===== src/rtl/plane_bus_if.sv =====
// ---------------------------------------------------------------------------
// plane_bus_if
// Bundles the frame-source handshake and the shared plane-load bus between
// plane_bus_master and its environment.
//
// Signals:
//   frame_start  one-cycle request to load a full frame (all planes)
//   clear_start  one-cycle request to broadcast clear-memory
//   pix_data     brightness value (C_WIDTH), plane-major, output-index order
//   pix_valid    pix_data valid
//   pix_ready    master accepts pix_data this cycle when pix_valid=1
//   busy         master is running a sequence
//   frame_done   one-cycle pulse when a frame or clear sequence completes
//   bus_data     command/data byte (D_WIDTH)
//   bus_rs       1 = command, 0 = memory data
//   bus_en       strobe; receivers latch on its falling edge
//   bus_cs       one-hot plane select (PLANES), all ones for broadcast
//
// Modports: master (plane_bus_master side), slave (source/receiver side).
// ---------------------------------------------------------------------------
interface plane_bus_if #(
    parameter int PLANES  = 8,
    parameter int D_WIDTH = 8,
    parameter int C_WIDTH = 5
) ();
    logic               frame_start;
    logic               clear_start;
    logic [C_WIDTH-1:0] pix_data;
    logic               pix_valid;
    logic               pix_ready;
    logic               busy;
    logic               frame_done;
    logic [D_WIDTH-1:0] bus_data;
    logic               bus_rs;
    logic               bus_en;
    logic [PLANES-1:0]  bus_cs;

    modport master (
        input  frame_start, clear_start, pix_data, pix_valid,
        output pix_ready, busy, frame_done, bus_data, bus_rs, bus_en, bus_cs
    );

    modport slave (
        output frame_start, clear_start, pix_data, pix_valid,
        input  pix_ready, busy, frame_done, bus_data, bus_rs, bus_en, bus_cs
    );
endinterface


===== src/rtl/plane_bus_master.sv =====
// ---------------------------------------------------------------------------
// plane_bus_master
// Drives the shared plane-load bus feeding the per-plane PWM controllers of
// the LED cube. A frame request walks every plane (one-hot bus_cs) issuing
// increment-mode, set-address-0, OUT_NUM data writes taken from the pixel
// stream, and PWM-enable. A clear request broadcasts clear-memory.
//
// Ports:
//   clk    system clock, rising edge
//   reset  synchronous, active-low
//   bus    plane_bus_if.master: start requests, pixel handshake, busy,
//          frame_done and the registered bus outputs
//          (bus_data, bus_rs, bus_en, bus_cs)
// ---------------------------------------------------------------------------
module plane_bus_master #(
    parameter int PLANES        = 8,
    parameter int OUT_NUM       = 64,
    parameter int D_WIDTH       = 8,
    parameter int C_WIDTH       = 5,
    parameter int STROBE_CYCLES = 2,
    parameter int HOLD_CYCLES   = 1
) (
    input logic         clk,
    input logic         reset,
    plane_bus_if.master bus
);
    localparam int CNT_MAX = (STROBE_CYCLES > HOLD_CYCLES) ? STROBE_CYCLES : HOLD_CYCLES;
    localparam int CNT_W   = $clog2(CNT_MAX + 1);
    localparam int PIX_W   = (OUT_NUM > 1) ? $clog2(OUT_NUM) : 1;
    localparam int PLANE_W = (PLANES > 1) ? $clog2(PLANES) : 1;

    localparam logic [D_WIDTH-1:0] CMD_CLEAR = D_WIDTH'(8'h01);
    localparam logic [D_WIDTH-1:0] CMD_INC   = D_WIDTH'(8'h06);
    localparam logic [D_WIDTH-1:0] CMD_ADDR0 = D_WIDTH'(8'h80);
    localparam logic [D_WIDTH-1:0] CMD_PWM   = D_WIDTH'(8'h0C);

    typedef enum logic [2:0] {IDLE, CMD, WAIT_PIX, STROBE, HOLD, DONE} state_t;
    // Kind of the next transaction to launch; K_END means the sequence is over.
    typedef enum logic [2:0] {K_INC, K_ADDR, K_DATA, K_PWM, K_CLR, K_END} kind_t;

    state_t             state, stateNext;
    kind_t              pend, pendNext;
    logic [CNT_W-1:0]   cnt, cntNext;
    logic [PIX_W-1:0]   pixCnt, pixCntNext;
    logic [PLANE_W-1:0] planeCnt, planeCntNext;
    logic [D_WIDTH-1:0] busData, busDataNext;
    logic               busRs, busRsNext;
    logic               busEn, busEnNext;
    logic [PLANES-1:0]  busCs, busCsNext;
    logic               launch;

    always_ff @(posedge clk) begin
        if (!reset) begin
            state    <= IDLE;
            pend     <= K_END;
            cnt      <= '0;
            pixCnt   <= '0;
            planeCnt <= '0;
            busData  <= '0;
            busRs    <= 1'b0;
            busEn    <= 1'b0;
            busCs    <= '0;
        end else begin
            state    <= stateNext;
            pend     <= pendNext;
            cnt      <= cntNext;
            pixCnt   <= pixCntNext;
            planeCnt <= planeCntNext;
            busData  <= busDataNext;
            busRs    <= busRsNext;
            busEn    <= busEnNext;
            busCs    <= busCsNext;
        end
    end

    // CMD and WAIT_PIX double as the final hold cycle of the previous
    // transaction (bus_en low, bus values untouched), so launching from them
    // keeps back-to-back transactions gap-free. Only the last transaction of
    // a sequence spends its whole hold window in HOLD before DONE.
    always_comb begin
        stateNext    = state;
        pendNext     = pend;
        cntNext      = cnt;
        pixCntNext   = pixCnt;
        planeCntNext = planeCnt;
        busDataNext  = busData;
        busRsNext    = busRs;
        busEnNext    = 1'b0;
        busCsNext    = busCs;
        launch       = 1'b0;

        case (state)
            IDLE: begin
                if (bus.clear_start) begin
                    pendNext  = K_CLR;
                    stateNext = CMD;
                end else if (bus.frame_start) begin
                    pendNext     = K_INC;
                    planeCntNext = '0;
                    pixCntNext   = '0;
                    stateNext    = CMD;
                end
            end
            CMD: launch = 1'b1;
            WAIT_PIX: launch = bus.pix_valid;
            STROBE: begin
                if (int'(cnt) == STROBE_CYCLES - 1) begin
                    cntNext = '0;
                    if (pend == K_END || HOLD_CYCLES > 1) stateNext = HOLD;
                    else if (pend == K_DATA)              stateNext = WAIT_PIX;
                    else                                  stateNext = CMD;
                end else begin
                    cntNext   = cnt + CNT_W'(1);
                    busEnNext = 1'b1;
                end
            end
            HOLD: begin
                cntNext = cnt + CNT_W'(1);
                if (pend == K_END) begin
                    if (int'(cnt) == HOLD_CYCLES - 1) begin
                        stateNext   = DONE;
                        busDataNext = '0;
                        busRsNext   = 1'b0;
                        busCsNext   = '0;
                    end
                end else if (int'(cnt) == HOLD_CYCLES - 2) begin
                    cntNext   = '0;
                    stateNext = (pend == K_DATA) ? WAIT_PIX : CMD;
                end
            end
            DONE: stateNext = IDLE;
            default: stateNext = IDLE;
        endcase

        if (launch) begin
            busEnNext = 1'b1;
            stateNext = STROBE;
            cntNext   = '0;
            busRsNext = 1'b1;
            busCsNext = PLANES'(1) << planeCnt;
            case (pend)
                K_CLR: begin
                    busDataNext = CMD_CLEAR;
                    busCsNext   = '1;
                    pendNext    = K_END;
                end
                K_INC: begin
                    busDataNext = CMD_INC;
                    pendNext    = K_ADDR;
                end
                K_ADDR: begin
                    busDataNext = CMD_ADDR0;
                    pixCntNext  = '0;
                    pendNext    = K_DATA;
                end
                K_DATA: begin
                    busDataNext = D_WIDTH'(bus.pix_data);
                    busRsNext   = 1'b0;
                    if (pixCnt == PIX_W'(OUT_NUM - 1)) begin
                        pixCntNext = '0;
                        pendNext   = K_PWM;
                    end else begin
                        pixCntNext = pixCnt + PIX_W'(1);
                    end
                end
                K_PWM: begin
                    busDataNext = CMD_PWM;
                    if (planeCnt == PLANE_W'(PLANES - 1)) begin
                        pendNext = K_END;
                    end else begin
                        planeCntNext = planeCnt + PLANE_W'(1);
                        pendNext     = K_INC;
                    end
                end
                default: begin
                    busEnNext   = 1'b0;
                    stateNext   = IDLE;
                    busRsNext   = busRs;
                    busCsNext   = busCs;
                end
            endcase
        end
    end

    assign bus.bus_data   = busData;
    assign bus.bus_rs     = busRs;
    assign bus.bus_en     = busEn;
    assign bus.bus_cs     = busCs;
    assign bus.pix_ready  = (state == WAIT_PIX);
    assign bus.busy       = (state != IDLE);
    assign bus.frame_done = (state == DONE);
endmodule


===== src/flat_wrapper.sv =====
// flat-port wrapper written by rule: the top's interface ports become plain ports
module plane_bus_master_flat 
#(
    parameter int PLANES        = 8,
    parameter int OUT_NUM       = 64,
    parameter int D_WIDTH       = 8,
    parameter int C_WIDTH       = 5,
    parameter int STROBE_CYCLES = 2,
    parameter int HOLD_CYCLES   = 1
)
  (clk, reset, bus_frame_start, bus_clear_start, bus_pix_data, bus_pix_valid, bus_pix_ready, bus_busy, bus_frame_done, bus_bus_data, bus_bus_rs, bus_bus_en, bus_bus_cs);
  plane_bus_if #(.PLANES(PLANES), .D_WIDTH(D_WIDTH), .C_WIDTH(C_WIDTH)) bus_i ();
  input logic clk;
  input logic reset;
  input wire logic [$bits(bus_i.frame_start)-1:0] bus_frame_start;
  input wire logic [$bits(bus_i.clear_start)-1:0] bus_clear_start;
  input wire logic [$bits(bus_i.pix_data)-1:0] bus_pix_data;
  input wire logic [$bits(bus_i.pix_valid)-1:0] bus_pix_valid;
  output wire logic [$bits(bus_i.pix_ready)-1:0] bus_pix_ready;
  output wire logic [$bits(bus_i.busy)-1:0] bus_busy;
  output wire logic [$bits(bus_i.frame_done)-1:0] bus_frame_done;
  output wire logic [$bits(bus_i.bus_data)-1:0] bus_bus_data;
  output wire logic [$bits(bus_i.bus_rs)-1:0] bus_bus_rs;
  output wire logic [$bits(bus_i.bus_en)-1:0] bus_bus_en;
  output wire logic [$bits(bus_i.bus_cs)-1:0] bus_bus_cs;
  assign bus_i.frame_start = bus_frame_start;
  assign bus_i.clear_start = bus_clear_start;
  assign bus_i.pix_data = bus_pix_data;
  assign bus_i.pix_valid = bus_pix_valid;
  assign bus_pix_ready = bus_i.pix_ready;
  assign bus_busy = bus_i.busy;
  assign bus_frame_done = bus_i.frame_done;
  assign bus_bus_data = bus_i.bus_data;
  assign bus_bus_rs = bus_i.bus_rs;
  assign bus_bus_en = bus_i.bus_en;
  assign bus_bus_cs = bus_i.bus_cs;
  plane_bus_master #(.PLANES(PLANES), .OUT_NUM(OUT_NUM), .D_WIDTH(D_WIDTH), .C_WIDTH(C_WIDTH), .STROBE_CYCLES(STROBE_CYCLES), .HOLD_CYCLES(HOLD_CYCLES)) u_core (.clk(clk), .reset(reset), .bus(bus_i));
endmodule

===== config.mk =====
export PLATFORM = sky130hd
export DESIGN_NAME = plane_bus_master_flat
export DESIGN_NICKNAME = d
export VERILOG_FILES = /design/src/rtl/plane_bus_if.sv /design/src/rtl/plane_bus_master.sv /design/src/flat_wrapper.sv
export SDC_FILE = /design/constraint.sdc
export NUM_CORES = 1
export LEC_CHECK = 0
export BUFFER_PORTS_ARGS = -buffer_cell sky130_fd_sc_hd__buf_2
export CORE_MARGIN = 1.5
export CORE_UTILIZATION = 60
export DETAILED_ROUTE_END_ITERATION = 10
export GPL_TIMING_DRIVEN = 0
export HOLD_SLACK_MARGIN = 0.15
export PLACE_DENSITY = 0.89
export SLEW_MARGIN = 25
export SYNTH_ARGS = -nofsm -noshare
export SYNTH_HDL_FRONTEND = slang
export SYNTH_SLANG_ARGS = --single-unit

===== constraint.sdc =====
create_clock -name clk -period 2.9 [get_ports clk]
set_clock_uncertainty 0.05 [all_clocks]
set_input_delay 0.58 -clock clk [delete_from_list [all_inputs] [get_ports clk]]
set_output_delay 0.58 -clock clk [all_outputs]
set_load 0.02 [all_outputs]

==> results of run 1 <==
-- power by group through the flow --
stage	combinational, µW	clock (µW)	sequential (µW)
after floorplan	214	0	584
after global placement	325	0	551
after detailed placement	329	0	553
after CTS	331	278	541
after global routing	362	305	546
final	335	274	542
-- sequential cells by signal, indices dropped and copies added, names as in the netlist --
signal and count:
u_core.bus.bus_rs 1, u_core.pixCnt 6, u_core.bus.bus_cs 8, u_core.bus.bus_data 8
u_core.cnt 2, u_core.state 3, u_core.bus.bus_en 1, u_core.pend 3
u_core.planeCnt 3
-- logic make-up after synthesis --
| kind of cell | Yosys count | synth area share [%] |
|---|---|---|
| and+or+nand+nor | 88 | 26.5 |
| muxes | 1 | 0.526 |
| buffers and inverters | 22 | 5.33 |
| AOI/OAI and AO/OA | 69 | 25.7 |
| adders and majority gates | 7 | 4.61 |
| DFF | 35 | 36.8 |
| xor gates and xnor gates | 1 | 0.461 |
-- worst register-to-register path, stage by stage (launching register included) --
cell,delay [ps]
dfxtp_1,350
ha_1,230
ha_1,230
nor4bb_1,460
o21ai_1,220
and3_1,220
o21a_1,150
-- worst paths after layout --
check / to / slack, ps / startpoint / cells after the start
hold / removal: u_core.bus.bus_data[4] / 410 / bus_pix_data[4] / 3
setup reg to reg: u_core.planeCnt[2] / 900 / u_core.planeCnt[0] / 6
setup / recovery: bus_busy / 750 / u_core.state[1] / 4
hold reg to reg: u_core.bus.bus_data[5] / 430 / u_core.bus.bus_data[5] / 1
-- cell type report --
cell class              count  area, µm²  area share, %
clock inverters             1       5.00          0.231
inverters                   9       33.8           1.56
plain buffers              13       67.6           3.12
repair buffers             30        150           6.94
well taps                  44       55.1           2.54
clock buffers               6       51.3           2.37
multi-input cells         166       1100           50.8
flip-flops and latches     35        701           32.4
-- layer usage --
| metal | vias to the layer above | global-route usage (%) | share of wire [%] |
|---|---|---|---|
| met5 | - | 0 | 0 |
| met4 | 0 | 7.79 | 1.0 |
| met3 | 5 | 6.55 | 5.1 |
| met2 | 50 | 38.8 | 45 |
| met1 | 811 | 33.0 | 49 |
| li1 | 902 | - | - |
-- synth_stat cells (2+ instances only) --
master    number  share of area (%)
dfxtp_1       35                 37
nand3_1       30                7.9
a21oi_1       17                4.5
o21ai_0       15                3.9
nor2_1        13                2.6
nand2_1       11                2.2
inv_1          8                1.6
o22ai_2        8                5.3
ha_1           7                4.6
clkbuf_1       6                1.2
nand3b_1       5                2.0
o22ai_1        5                1.6
nor3_1         4                1.1
nor3b_1        4                1.6
a31oi_1        3               0.99
and3_1         3               0.99
buf_2          3               0.79
nor2b_1        3               0.99
o21a_1         3                1.2
a221oi_1       2               0.92
a311oi_1       2               0.92
and3b_1        2               0.92
buf_4          2               0.79
nand2b_1       2               0.66
nand4_1        2               0.66
nor4bb_1       2                1.1
o211ai_1       2               0.79
o21ai_1        2               0.53
-- placed cells by master (no fill, tap or decap), drive strengths merged, types with 7 or more instances in the layout --
master  Yosys  routed
buf         7      37
dfxtp      35      35
nand3      31      31
a21oi      18      18
o21ai      18      18
nor2       13      13
o22ai      13      13
clkbuf      6      12
nand2      11      11
inv         8       8
ha          7       7
-- metrics by stage --
step | setup slack [ps] | util, % | area, µm²
floorplan | 1110 | - | 1900
global placement | 794 | 69.6 | 2110
detailed placement | 751 | 69.6 | 2110
CTS | 734 | 71.4 | 2160
global route | 632 | 71.4 | 2160
finish | 746 | 71.4 | 2160
==> results.md, run 1 <==
* Kind of start point of the critical path: flip-flop
* Avg Synthesized Cell Area at 8.53 µm²
* Slew margin rel. at 57.1%
* Final Non-Filler Cells at 304
* Tightest Pin Transition at 642 ps
* Core Area at 0.00303 mm²
* Sequential element share of the synthesized area at 36.8%
* Synthesized cell area at 0.00190 mm²
* Post-Syn Instances at 223
* Wire length per cell at 13.9 µm
* Hold slack at 412 ps
* Placed Cells at 297
* Seq pwr share at 47.1%
* H-tree Lvls at 2
* Unrepaired setup endpoints after global routing: false
* Setup violators final at 0
* Internal Power at 750 µW
* Crit path buf inv count at 3
* Peak fanout along the critical path at 10
* Number of DRC markers in iteration 0 at 143
* Starting Density at 62.8%
* Clk slew on worst S/H paths at 110 ps
* Max Freq at 0.464 GHz
* TritonCTS Sinks at 35
* DR DRC count at 0
* Clk_lat worst skew at 330 ps
* Tcrit/Tclk final at 74.3%
* DP HPWL at 3.07 mm
* PortBufs at 30
* Synthesis-stage register bit count at 35
* Routed WL at 4.23 mm
* N_diodes at 0
* Initial antenna violation count at 0
* Delay-heaviest family, CP: buffers and inverters
* Final hold violation count at 0
* Fin nets at 277
* Hold_buf cts at 0
* Num ports at 31
* Distinct cells, synth at 50
* Worst VDD drop at 0.316 mV
* Total Routing Usage GR at 24.7%
* Total power at 1150 µW
* Max-Cap Viols at 0
* Status: finished, final reports clean
* Highest cell delay on the worst timing path at 410 ps
* Gates resized, CTS repair at 0
* CTS buffer count at 5
* Synth warn at 0
* Share of layout cells above drive strength 1 at 22.3%
* Post-route ant nets at 0
* Fill cells at 269
* Largest net degree at the start of global routing at 11
* Synthesized Nets at 240
* Sw Share at 34.8%
* Total global routing overflow at 0
* Period minus WS final at 2150 ps
* Critical path capture point type: output pin
* CP arrival at 1520 ps
* Row count at 20
* Clk root buf: clkbuf_4
* Die height at 59.3 µm
* Vias in the first global route at 1524
* Synthesis-to-finish area growth at 13.7%
* Slowest cell on crit path: nor3_1
* Worst Hold Class: input port to flip-flop
* Clock power frac at 23.8%
* Pre-antenna DRT Iters at 4
* Vias per inst at 5.82
* Max Slew Vio Count at 0
* Vias at 1768
* First-pass GRT wire length at 6.73 mm
* Asr flop ratio synth at 0%
* Clock tree buffer depth at 2
* PD cells at 532 mW/mm²
* Die Width at 59.3 µm
* Total negative setup slack at 0 ps
* EDFF count, synth at 0
* Die area at 0.00352 mm²
* Crit path cell chain: buf_4 > nor3_1 > inv_1 > buf_2
* RePlAce Congestion at 0.923
* Setup bufs post-CTS at 0
* CTS tree: built
* Combinational share of power at 29.1%
* Sw Pwr at 400 µW
* WP data required at 2270 ps
* Critical path class: flip-flop to output pin
* Lkg Pwr at 0.000895 µW
* Main synth FF type: dfxtp_1
Note: power is estimated with default switching activity, not from simulation.
==> run 2, diff against run 1 <==
--- a/config.mk
+++ b/config.mk
@@ -7,11 +7,11 @@
 export LEC_CHECK = 0
 export BUFFER_PORTS_ARGS = -buffer_cell sky130_fd_sc_hd__buf_2
 export CORE_MARGIN = 1.5
-export CORE_UTILIZATION = 60
+export CORE_UTILIZATION = 50
 export DETAILED_ROUTE_END_ITERATION = 10
 export GPL_TIMING_DRIVEN = 0
 export HOLD_SLACK_MARGIN = 0.15
-export PLACE_DENSITY = 0.89
+export PLACE_DENSITY = 0.8
 export SLEW_MARGIN = 25
 export SYNTH_ARGS = -nofsm -noshare
 export SYNTH_HDL_FRONTEND = slang
==> constraint.sdc (replaced) <==
create_clock -name clk -period 1.8 [get_ports clk]
set_clock_uncertainty 0.05 [all_clocks]
set_input_delay 0.36 -clock clk [delete_from_list [all_inputs] [get_ports clk]]
set_output_delay 0.36 -clock clk [all_outputs]
set_load 0.02 [all_outputs]
==> run 2 against run 1 <==
Via count rose by 0.45%. Wire length rose by 1.3%. First-iteration DRC count fell by 42%. Final cell count rose by 3.0%. Critical path depth did not move. Hold slack got worse by 170 ps. Die area rose by 19%. Count of clock-buffer cells in the layout did not move.
==> results.md, run 2 (synthesis results as in run 1) <==
* Status: finished, final reports clean
* Die area at 0.00418 mm² (+19%)
* Fin nets at 282 (+1.8%)
* Leading cell type in the layout, fill and taps excluded: dfxtp_1
* Worst Hold Class: input port to flip-flop
* Total negative setup slack at 0 ps (unchanged)
* PortBufs at 30 (unchanged)
* Setup violators final at 0 (unchanged)
* First-pass GRT wire length at 7.29 mm (+8.2%)
* Share of layout cells above drive strength 1 at 27.5% (+5.2 points)
* Starting Density at 51.9% (-11 points)
* Tcrit/Tclk final at 95.8%
* Max Freq at 0.580 GHz
* Critical path class: flip-flop to output pin
* Vias in the first global route at 1630 (+7.0%)
* Pre-antenna DRT Iters at 4 (unchanged)
* Crit path buf inv count at 3 (unchanged)
* Kind of start point of the critical path: flip-flop
* Peak fanout along the critical path at 10 (unchanged)
* Worst VDD drop at 0.539 mV (+71%)
* Final hold violation count at 0 (unchanged)
* Synthesis-to-finish area growth at 21.6%
* Placement Cell Area at 0.00211 mm² (+0.24%)
* Sw Pwr at 684 µW (+71%)
* Max Slew Vio Count at 0 (unchanged)
* Lkg Pwr at 0.000965 µW (+7.8%)
* Total global routing overflow at 0 (unchanged)
* Number of DRC markers in iteration 0 at 83 (-42%)
* Slew margin rel. at 63.4% (+6.3 points)
* Critical path capture point type: output pin
* DR DRC count at 0 (unchanged)
* Crit path cell chain: buf_6 > nor3_2 > inv_1 > buf_2
* Seq pwr share at 43.5% (-3.6 points)
* Max-Cap Viols at 0 (unchanged)
* Clock power frac at 28.1% (+4.3 points)
* Wire length per cell at 13.7 µm (-1.6%)
* Core Area at 0.00366 mm² (+21%)
* Delay-heaviest family, CP: buffers and inverters
* Total Routing Usage GR at 22.3% (-2.4 points)
* N_diodes at 0 (unchanged)
* Total power at 2050 µW (+78%)
* Initial antenna violation count at 0 (unchanged)
* Clk_lat worst skew at 290 ps (-40 ps)
* Commonest non-fill, non-tap cells in the layout: dfxtp_1 (34), buf_2 (32), nand3_1 (30), a21oi_1 (17), o21ai_0 (14)
* Unrepaired setup endpoints after global routing: true
* Internal Power at 1360 µW (+82%)
* Die height at 64.7 µm (+9.1%)
* Slowest cell on crit path: dfxtp_1
* Routed WL at 4.29 mm (+1.3%)
* Hold_buf cts at 0 (unchanged)
* Clk root buf: clkbuf_8
* CTS tree: built
* Vias per inst at 5.67 (-2.4%)
* Place WS at -182 ps (-933 ps)
* Post-route ant nets at 0 (unchanged)
* WP data required at 1390 ps (-880 ps)
* Row count at 22 (+10%)
* Highest cell delay on the worst timing path at 310 ps (-100 ps)
* Combinational share of power at 28.4% (-0.7 points)
* Die Width at 64.7 µm (+9.1%)
* Period minus WS final at 1720 ps
* PD cells at 885 mW/mm² (+66%)
* Final setup margin at 76.0 ps (-670 ps)
* Num ports at 31 (unchanged)
* H-tree Lvls at 2 (unchanged)
* DP HPWL at 2.98 mm (-3.0%)
* RePlAce Congestion at 0.895 (-3.0%)
* Clk slew on worst S/H paths at 70 ps (-40 ps)
* Clock tree buffer depth at 2 (unchanged)
* Final Cell Area at 0.00231 mm² (+6.9%)
* Sw Share at 33.4% (-1.4 points)
* CTS buffer count at 5 (unchanged)
* Tightest Pin Transition at 549 ps (-93.0 ps)
* Util after Layout at 63.2% (-8.3 points)
* Largest net degree at the start of global routing at 11 (unchanged)
* CP arrival at 1310 ps (-210 ps)
* TritonCTS Sinks at 35 (unchanged)
* Vias at 1776 (+0.45%)
-- run 2: metal layers --
metal	wire, µm	track usage, %	vias to the layer above	part of all wire, %
li1	-	-	909	-
met1	2130	30.7	813	50
met2	1910	35.0	49	45
met3	206	5.21	5	4.8
met4	44	6.12	0	1.0
met5	0	0	-	0
-- run 2: final timing paths --
kind	start	endpoint	slack, ps	depth (start not counted)
setup / recovery	u_core.state[1]	bus_busy	80	4
hold / removal	bus_pix_data[4]	u_core.bus.bus_data[4]	240	3
setup reg to reg	u_core.state[1]	u_core.bus.bus_rs	80	7
hold reg to reg	u_core.bus.bus_data[6]	u_core.bus.bus_data[6]	420	1
-- run 2: tightest hold or removal path: cells and delay by family --
| family | cells | cell delay, ps |
|---|---|---|
| AOI/OAI and AO/OA | 1 | 60 |
| buffers and inverters | 1 | 80 |
| and+or+nand+nor | 1 | 50 |
-- run 2: what timing repair did --
item	4_1_cts	5_1_grt
pin swaps	0	3
buffers inserted	3	3
resized for setup	8	11
hold endpoints to repair	0	0
endpoints found under the setup margin	18	18
cloned	0	0
-- run 2: power by group through the flow --
stage	clock, µW	combinational, µW	sequential [µW]
finish	575	582	890
global route	639	633	899
CTS	584	565	875
detailed placement	0	533	889
global placement	0	528	888
floorplan	0	345	941
-- run 2: layout make-up --
| class | count | area [µm²] |
|---|---|---|
| fill | 305 | 1350 |
| multi-input combinational | 166 | 1160 |
| sequential | 35 | 702 |
| timing repair buffer | 36 | 195 |
| clock buffer | 6 | 82.6 |
| buffer | 12 | 76.3 |
| tap | 48 | 60.1 |
| inverter | 9 | 33.8 |
| clock inverter | 1 | 5.00 |
-- run 2: stage by stage --
stage	cells	hold WS, ps
3_3_place_gp	301	408
4_1_cts	311	244
5_1_grt	313	241
6_report	313	242
3_5_place_dp	301	410
2_1_floorplan	223	391
